[src/rtl/bsg_global_buffer_ro_row_client_if.sv]
// Client/network-row signal bundle for bsg_global_buffer_ro_row_client.
// The slave modport is the row client; the master modport is the client plus network side.
interface bsg_global_buffer_ro_row_client_if #(
    parameter int unsigned data_width_p       = 32,
    parameter int unsigned ro_wo_addr_width_p = 16,
    parameter int unsigned resp_els_p         = 4
);
    localparam int unsigned CNT_W = $clog2(resp_els_p + 1);

    logic [ro_wo_addr_width_p-1:0] req_addr_i;
    logic                          req_v_i;
    logic                          req_ready_o;
    logic [ro_wo_addr_width_p-1:0] net_addr_o;
    logic                          net_v_o;
    logic [data_width_p-1:0]       net_data_i;
    logic                          net_v_i;
    logic [data_width_p-1:0]       resp_data_o;
    logic                          resp_v_o;
    logic                          resp_yumi_i;
    logic [CNT_W-1:0]              credits_o;
    logic                          err_o;

    modport slave (
        input  req_addr_i, req_v_i, net_data_i, net_v_i, resp_yumi_i,
        output req_ready_o, net_addr_o, net_v_o, resp_data_o, resp_v_o, credits_o, err_o
    );

    modport master (
        output req_addr_i, req_v_i, net_data_i, net_v_i, resp_yumi_i,
        input  req_ready_o, net_addr_o, net_v_o, resp_data_o, resp_v_o, credits_o, err_o
    );
endinterface

[src/rtl/bsg_global_buffer_ro_row_client.sv]
// Per-row read-only global-buffer client: credit-gated request stage plus response FIFO.
// Define BSG_GLOBAL_BUFFER_RO_RESP_BYPASS_EN for zero-latency return when the FIFO is empty.
module bsg_global_buffer_ro_row_client #(
    parameter int unsigned data_width_p       = 32,
    parameter int unsigned ro_wo_addr_width_p = 16,
    parameter int unsigned resp_els_p         = 4
) (
    input  logic                                clk_i,
    input  logic                                reset_i,
    bsg_global_buffer_ro_row_client_if.slave    bus
);
    localparam int unsigned CNT_W = $clog2(resp_els_p + 1);
    localparam int unsigned PTR_W = (resp_els_p > 1) ? $clog2(resp_els_p) : 1;

    logic [CNT_W-1:0]              r_cred;
    logic [CNT_W-1:0]              r_outs;
    logic [CNT_W-1:0]              r_count;
    logic [PTR_W-1:0]              r_rptr;
    logic [PTR_W-1:0]              r_wptr;
    logic                          r_net_v;
    logic [ro_wo_addr_width_p-1:0] r_net_addr;
    logic                          r_err;
    logic [data_width_p-1:0]       r_mem [resp_els_p];

    logic                          w_ready;
    logic                          w_accept;
    logic                          w_empty;
    logic                          w_full;
    logic                          w_resp_v;
    logic                          w_deq;
    logic                          w_byp_take;
    logic                          w_yumi_ok;
    logic                          w_enq;
    logic                          w_err_set;
    logic [CNT_W-1:0]              w_cred_n;
    logic [CNT_W-1:0]              w_outs_n;
    logic [CNT_W-1:0]              w_count_n;

    function automatic logic [PTR_W-1:0] next_ptr(input logic [PTR_W-1:0] p);
        return (p == PTR_W'(resp_els_p - 1)) ? '0 : p + PTR_W'(1);
    endfunction

    assign w_ready  = (r_cred != '0);
    assign w_accept = bus.req_v_i & w_ready;
    assign w_empty  = (r_count == '0);
    assign w_full   = (r_count == CNT_W'(resp_els_p));

`ifdef BSG_GLOBAL_BUFFER_RO_RESP_BYPASS_EN
    // Empty FIFO forwards the arriving word; a same-cycle yumi keeps it out of storage.
    assign w_byp_take      = w_empty & bus.net_v_i & bus.resp_yumi_i;
    assign w_resp_v        = ~w_empty | bus.net_v_i;
    assign bus.resp_data_o = (w_empty & bus.net_v_i) ? bus.net_data_i : r_mem[r_rptr];
`else
    assign w_byp_take      = 1'b0;
    assign w_resp_v        = ~w_empty;
    assign bus.resp_data_o = r_mem[r_rptr];
`endif

    assign w_deq     = bus.resp_yumi_i & ~w_empty;
    assign w_yumi_ok = bus.resp_yumi_i & w_resp_v;
    assign w_enq     = bus.net_v_i & ~w_byp_take & (~w_full | w_deq);
    assign w_err_set = (bus.net_v_i & (r_outs == '0))
                     | (bus.net_v_i & w_full & ~bus.resp_yumi_i)
                     | (bus.resp_yumi_i & ~w_resp_v);

    // Counter next-state: simultaneous increment and decrement cancel.
    always_comb begin
        w_cred_n  = r_cred;
        w_outs_n  = r_outs;
        w_count_n = r_count;
        if (w_accept & ~w_yumi_ok) begin
            w_cred_n = r_cred - CNT_W'(1);
        end else if (~w_accept & w_yumi_ok) begin
            w_cred_n = r_cred + CNT_W'(1);
        end
        if (r_net_v & ~bus.net_v_i) begin
            w_outs_n = r_outs + CNT_W'(1);
        end else if (~r_net_v & bus.net_v_i & (r_outs != '0)) begin
            w_outs_n = r_outs - CNT_W'(1);
        end
        if (w_enq & ~w_deq) begin
            w_count_n = r_count + CNT_W'(1);
        end else if (~w_enq & w_deq) begin
            w_count_n = r_count - CNT_W'(1);
        end
    end

    always_ff @(posedge clk_i) begin
        if (reset_i) begin
            r_cred     <= CNT_W'(resp_els_p);
            r_outs     <= '0;
            r_count    <= '0;
            r_rptr     <= '0;
            r_wptr     <= '0;
            r_net_v    <= 1'b0;
            r_net_addr <= '0;
            r_err      <= 1'b0;
            for (int i = 0; i < int'(resp_els_p); i++) begin
                r_mem[i] <= '0;
            end
        end else begin
            r_cred  <= w_cred_n;
            r_outs  <= w_outs_n;
            r_count <= w_count_n;
            r_net_v <= w_accept;
            r_err   <= r_err | w_err_set;
            if (w_accept) begin
                r_net_addr <= bus.req_addr_i;
            end
            if (w_enq) begin
                r_mem[r_wptr] <= bus.net_data_i;
                r_wptr        <= next_ptr(r_wptr);
            end
            if (w_deq) begin
                r_rptr <= next_ptr(r_rptr);
            end
        end
    end

    assign bus.req_ready_o = w_ready;
    assign bus.net_v_o     = r_net_v;
    assign bus.net_addr_o  = r_net_addr;
    assign bus.resp_v_o    = w_resp_v;
    assign bus.credits_o   = r_cred;
    assign bus.err_o       = r_err;
endmodule
[src/flat_wrapper.sv]
// flat-port wrapper written by rule: the top's interface ports become plain ports
module bsg_global_buffer_ro_row_client_flat 
#(
    parameter int unsigned data_width_p       = 32,
    parameter int unsigned ro_wo_addr_width_p = 16,
    parameter int unsigned resp_els_p         = 4
)
  (clk_i, reset_i, bus_req_addr_i, bus_req_v_i, bus_net_data_i, bus_net_v_i, bus_resp_yumi_i, bus_req_ready_o, bus_net_addr_o, bus_net_v_o, bus_resp_data_o, bus_resp_v_o, bus_credits_o, bus_err_o);
  bsg_global_buffer_ro_row_client_if #(.data_width_p(data_width_p), .ro_wo_addr_width_p(ro_wo_addr_width_p), .resp_els_p(resp_els_p)) bus_i ();
  input  logic clk_i;
  input  logic reset_i;
  input wire logic [$bits(bus_i.req_addr_i)-1:0] bus_req_addr_i;
  input wire logic [$bits(bus_i.req_v_i)-1:0] bus_req_v_i;
  input wire logic [$bits(bus_i.net_data_i)-1:0] bus_net_data_i;
  input wire logic [$bits(bus_i.net_v_i)-1:0] bus_net_v_i;
  input wire logic [$bits(bus_i.resp_yumi_i)-1:0] bus_resp_yumi_i;
  output wire logic [$bits(bus_i.req_ready_o)-1:0] bus_req_ready_o;
  output wire logic [$bits(bus_i.net_addr_o)-1:0] bus_net_addr_o;
  output wire logic [$bits(bus_i.net_v_o)-1:0] bus_net_v_o;
  output wire logic [$bits(bus_i.resp_data_o)-1:0] bus_resp_data_o;
  output wire logic [$bits(bus_i.resp_v_o)-1:0] bus_resp_v_o;
  output wire logic [$bits(bus_i.credits_o)-1:0] bus_credits_o;
  output wire logic [$bits(bus_i.err_o)-1:0] bus_err_o;
  assign bus_i.req_addr_i = bus_req_addr_i;
  assign bus_i.req_v_i = bus_req_v_i;
  assign bus_i.net_data_i = bus_net_data_i;
  assign bus_i.net_v_i = bus_net_v_i;
  assign bus_i.resp_yumi_i = bus_resp_yumi_i;
  assign bus_req_ready_o = bus_i.req_ready_o;
  assign bus_net_addr_o = bus_i.net_addr_o;
  assign bus_net_v_o = bus_i.net_v_o;
  assign bus_resp_data_o = bus_i.resp_data_o;
  assign bus_resp_v_o = bus_i.resp_v_o;
  assign bus_credits_o = bus_i.credits_o;
  assign bus_err_o = bus_i.err_o;
  bsg_global_buffer_ro_row_client #(.data_width_p(data_width_p), .ro_wo_addr_width_p(ro_wo_addr_width_p), .resp_els_p(resp_els_p)) u_core (.clk_i(clk_i), .reset_i(reset_i), .bus(bus_i));
endmodule
[config.mk]
export PLATFORM = sky130hd
export DESIGN_NAME = bsg_global_buffer_ro_row_client_flat
export DESIGN_NICKNAME = d
export VERILOG_FILES = /design/src/rtl/bsg_global_buffer_ro_row_client_if.sv /design/src/rtl/bsg_global_buffer_ro_row_client.sv /design/src/flat_wrapper.sv
export SDC_FILE = /design/constraint.sdc
export NUM_CORES = 1
export LEC_CHECK = 0
export CORE_MARGIN = 2
export CORE_UTILIZATION = 40
export CTS_CLUSTER_DIAMETER = 60
export DETAILED_ROUTE_END_ITERATION = 10
export SLEW_MARGIN = 5
export SYNTH_ARGS = -nofsm -noshare
export SYNTH_HDL_FRONTEND = slang
export SYNTH_SLANG_ARGS = --single-unit
[constraint.sdc]
create_clock -name clk_i -period 3.7 [get_ports clk_i]
set_input_delay 0.74 -clock clk_i [delete_from_list [all_inputs] [get_ports clk_i]]
set_output_delay 0.74 -clock clk_i [all_outputs]
set_load 0.01 [all_outputs]
==> results.ini, run 1 <==
[outcome]
status = finished clean

[clocking]
cts_hold_buf = 0
post-cts-setup-buffer-count = 0
path_clk_slew_ns = 0.06
cts_buffers = 17
clock_latency_ns = 0.41
numClockSinks = 161
cts_tree = done
cts.repair.resized = 0
clockBufferDepth = 2
cts_root_buffer = clkbuf_16
htreeDepth = 4

[hold_path]
worstHoldStart = u_core.bus.net_addr_o[5]$_SDFFE_PP0P_
holdPathStages = 2
hold_class = register to register

[sta]
max_clock_freq_mhz = 314
finClkSkew_ns = 0.00594
period_needed_ns = 3.18
rsz0062_at_grt = no
min_period_over_period = 0.861
setup-tns-final_ns = 0
drv_slew = 0
tightest_slew_ns = 0.941
setup_viol = 0
finalHoldViolCount = 0
relSlewSlack = 0.373
holdWs_ns = 0.454

[synthesis]
syn_inst = 471
synth-main-ff-cell = edfxtp_1
synth_top_area_share = 0.557
synth_area_leaders = edfxtp_1 (56%), and2_1 (12%), mux4_2 (10%)
syn_area_um2 = 6910
synth_seq_cells = 161
synth_nets = 531
synth_cell_type_count = 36
yosysTopAreaCell = edfxtp_1
synth_edf_count = 128
yosysWarnings = 0
ys_seq_area_frac = 0.652
async_flop_share = 0
syn_avg_cell_area_um2 = 14.7
synthTopCellsByCount = and2_1 (128), edfxtp_1 (128), dfxtp_1 (33), nand2_1 (33), mux4_2 (32)

[routing]
vias_per_cell = 4.99
ant_nets = 0
routedWlPerCell_um = 17.8
drtIter0Drc = 188
num_vias = 4119
route.detailed.drc = 0
dr.pass1.iters = 4
wirelength_mm = 14.7

[pwr]
ir_drop_mv = 0.384
total_leakage_power_nw = 3.25
powerDensity_nw_per_um2 = 607

[global_route]
gr-total-overflow = 0
grt_pass1_vias = 4338
grt_antenna_before_repair = 0
grt_max_degree = 42
grt_use_total = 0.169
grt_pass1_wl_mm = 23.0

[placement]
port_buffers = 107
hpwlAfterDp_mm = 9.00
gp_congestion = 0.696
dpl_cell_area_um2 = 8340

[floorplanning]
core_um2 = 17100
die_w_um = 135
num_rows = 48
io_pins = 108
die_y_um = 135
start_util = 0.404
die_area_um2 = 18300

[worst_setup_path]
r2r_start = u_core.r_count[0]$_SDFFE_PP0P_
arrival_ns = 2.44
crit_required_ns = 2.96
cp_max_fo = 15
path_cells = buf_12 -> mux4_2 -> clkdlybuf4s50_1
crit_type = register to output port
rrSetupSlack_ns = 1.07
end_kind = output port
start_kind = register
r2r_cells = 7
slowest_stage = dfxtp_2
cp_slowest_stage_delay_ns = 0.70

[cells_and_area]
multi_input_area_um2 = 2300
drive_above_1_share = 0.152
n_antenna_cell = 0
area_delta_synth_final_pct = 29.5
fin_nets = 647
final.fill_count = 1456
final-seq-area_um2 = 4510
stdcell_area_um2 = 8940

[job]
cap_viol_max_count = 0

[sequential cells by signal (all words and copies together), names as in the netlist, named ones only]
name and cells:
u_core.r_wptr 2, u_core.bus.credits_o 3, u_core.bus.net_addr_o 16, u_core.r_count 3, u_core.r_rptr 2, u_core.r_mem 128, u_core.r_outs 3, u_core.bus.net_v_o 1
u_core.bus.err_o 1
[routing by layer]
layer | routed length [um] | global-route usage | up-vias
li1 | - | - | 1940
met3 | 877 | 0.0535 | 14
met4 | 194 | 0.0532 | 0
met1 | 6160 | 0.202 | 2054
met2 | 7480 | 0.292 | 111
met5 | 0 | 0 | -
[path summary, 6_finish.rpt]
check,end
hold reg to reg,u_core.bus.net_addr_o[5]$_SDFFE_PP0P_
hold / removal,u_core.bus.net_addr_o[5]$_SDFFE_PP0P_
setup reg to reg,u_core.bus.credits_o[2]$_SDFFE_PP1P_
setup / recovery,bus_resp_data_o[31]
[stage by stage]
step           utilization  std cells  total power, mW  setup WS, ns
2_1_floorplan            -        471             3.06         0.976
3_3_place_gp         0.487        793             3.67         0.666
3_5_place_dp         0.487        793             3.71         0.584
4_1_cts              0.522        825             5.51         0.424
5_1_grt              0.522        825             5.68         0.364
6_report             0.522        825             5.43         0.515
[area by class of cell]
class	instances	area share
clock buffers	19	0.0484
clock inverters	13	0.0187
inverters	8	0.00336
multi-input cells	277	0.257
flip-flops and latches	161	0.504
well taps	225	0.0315
repair buffers	122	0.137
[critical path: cells and delay by family (launching register included)]
kind	cells	cell delay (ns)
buf+inv	2	0.75
flops	1	0.70
mux	1	0.55
[cells by family after synthesis]
family,share of synthesized area
flip-flops,0.652
adder cells (fa/ha/maj),0.0159
AND/OR/NAND/NOR,0.171
AO/OA/AOI/OAI,0.0254
XOR/XNOR,0.00507
buffers and inverters,0.0187
multiplexers,0.112
[placed cells by master, fill, tap and decap left out, drive strengths merged, types with 4 or more instances in the layout]
cell and n:
and2 128, inv 8, nor2 12, dfxtp 33, bufinv 4, ha 4
nand2 33, mux4 32, xor2 4, edfxtp 128, buf 15, clkdlybuf4s50 107
a21oi 21, nand2b 4, nor3 4, clkinv 8, clkbuf 19
[power breakdown]
part           internal, mW  total (mW)  switching, mW
sequential             2.17        2.34          0.169
clock                  1.12        1.79          0.670
combinational         0.736        1.30          0.563
No activity file was read; power rests on OpenSTA's default activity.
==> run 2, diff against run 1 <==
CORE_MARGIN = 3   (was 2)
==> results.ini, run 2 (same netlist as run 1, synthesis figures left out) <==
[outcome]
status = finished clean

[clocking]
numClockSinks = 161
path_clk_slew_ns = 0.06
clockBufferDepth = 2
post-cts-setup-buffer-count = 0
cts_hold_buf = 0
cts_tree = done
cts.repair.resized = 0
htreeDepth = 4
clock_latency_ns = 0.42
cts_buffers = 17
cts_root_buffer = clkbuf_16

[hold_path]
min_to = u_core.bus.net_addr_o[0]$_SDFFE_PP0P_
hold_class = register to register
holdPathStages = 2
worstHoldStart = u_core.bus.net_addr_o[0]$_SDFFE_PP0P_

[placement]
port_buffers = 107
gp_congestion = 0.782
dpl_cell_area_um2 = 8330
hpwlAfterDp_mm = 8.97
pre_cts_slack_ns = 0.632

[sta]
rsz0062_at_grt = no
max_clock_freq_mhz = 315
relSlewSlack = 0.374
setup-tns-final_ns = 0
drv_slew = 0
setup_viol = 0
tightest_slew_ns = 0.938
period_needed_ns = 3.17
min_period_over_period = 0.857
layout_setup_ws_ns = 0.528
finalHoldViolCount = 0
finClkSkew_ns = 0.00731

[routing]
route.detailed.drc = 0
num_vias = 4091
dr.pass1.iters = 4
vias_per_cell = 5.00
routedWlPerCell_um = 18.0
ant_nets = 0
wirelength_mm = 14.7
drtIter0Drc = 195

[worst_setup_path]
cp_slowest_stage_delay_ns = 0.66
end_kind = output port
r2r_cells = 7
crit_required_ns = 2.96
r2r-end = u_core.bus.credits_o[2]$_SDFFE_PP1P_
arrival_ns = 2.43
path_cells = buf_12 -> mux4_2 -> clkdlybuf4s50_1
crit_type = register to output port
slowest_stage = dfxtp_2
r2r_start = u_core.r_count[0]$_SDFFE_PP0P_
rrSetupSlack_ns = 1.10
cp_num_cells = 3
cp_max_fo = 21
critPathBufInv = 2
start_kind = register
crit_family = buffers and inverters

[cells_and_area]
largest_register_ff_count = 128
area_delta_synth_final_pct = 29.8
final.fill_count = 1389
mostFrequentLayoutCells = and2_1 (128), edfxtp_1 (128), clkdlybuf4s50_1 (107)
stdcell_area_um2 = 8960
top_register = u_core.r_mem
fin_nets = 645
post-route-util = 0.535
drive_above_1_share = 0.156
n_antenna_cell = 0

[floorplanning]
io_pins = 108
start_util = 0.412
die_w_um = 137
die_area_um2 = 18900
core_um2 = 16800
die_y_um = 137
num_rows = 47

[pwr]
p_sw_frac = 0.265
total_leakage_power_nw = 3.24
power.internal_mw = 4.04
seqPwrFrac = 0.423
p_total_mw = 5.49
switchingPower_mw = 1.46
ir_drop_mv = 0.399
p_clk_frac = 0.339
powerDensity_nw_per_um2 = 613
power_frac_comb = 0.238

[job]
cap_viol_max_count = 0

[global_route]
grt_max_degree = 42
grt_antenna_before_repair = 0
gr-total-overflow = 0
grt_use_total = 0.165
grt_pass1_vias = 4336
grt_pass1_wl_mm = 23.0

==> run 2: worst max path at each step <==
stage	end	start	slack [ns]
final	bus_resp_data_o[30]	register	0.53
after floorplan	u_core.bus.credits_o[2]$_SDFFE_PP1P_	bus_req_v_i	0.98
after detailed placement	u_core.bus.credits_o[2]$_SDFFE_PP1P_	bus_req_v_i	0.63
after CTS	bus_resp_data_o[30]	register	0.45
after global routing	bus_resp_data_o[30]	register	0.37
after global placement	u_core.bus.credits_o[2]$_SDFFE_PP1P_	bus_resp_yumi_i	0.68
==> run 2: routing by layer <==
layer	vias to the layer above	share of wire	GRT usage	wire [um]
met3	14	0.064	0.0577	936
met4	0	0.0092	0.0405	135
met2	114	0.50	0.287	7320
met5	-	0	0	0
met1	2027	0.43	0.196	6330
li1	1936	-	-	-
==> run 2: tightest hold or removal path, cell delays in order, from the launching register on <==
cell     delay [ns]
dfxtp_1        0.31
nand2_1        0.05
a21oi_1        0.05
==> run 2: final cells by class <==
class	count	area, um2	area share
clock buffer	17	425	0.0475
sequential	161	4510	0.503
clock inverter	15	206	0.0230
inverter	8	30.0	0.00335
tap	220	275	0.0307
multi-input combinational	277	2300	0.257
timing repair buffer	120	1220	0.136
==> run 2: power groups by stage <==
stage	combinational [mW]	sequential, mW	clock [mW]
detailed placement	1.33	2.37	0
finish	1.31	2.33	1.86
CTS	1.33	2.33	1.90
global placement	1.32	2.35	0
floorplan	0.740	2.32	0
global route	1.43	2.36	1.97
==> run 2: through the flow <==
stage | hold WS, ns | cells
floorplan | 0.463 | 471
global placement | 0.443 | 786
detailed placement | 0.449 | 786
CTS | 0.461 | 818
global route | 0.478 | 818
finish | 0.458 | 818
==> run 3, diff against run 2 <==
GPL_ROUTABILITY_DRIVEN = 0   (was not set)
==> results of run 3 <==
The final DEF is identical to that of run 2; final timing and power are the same.
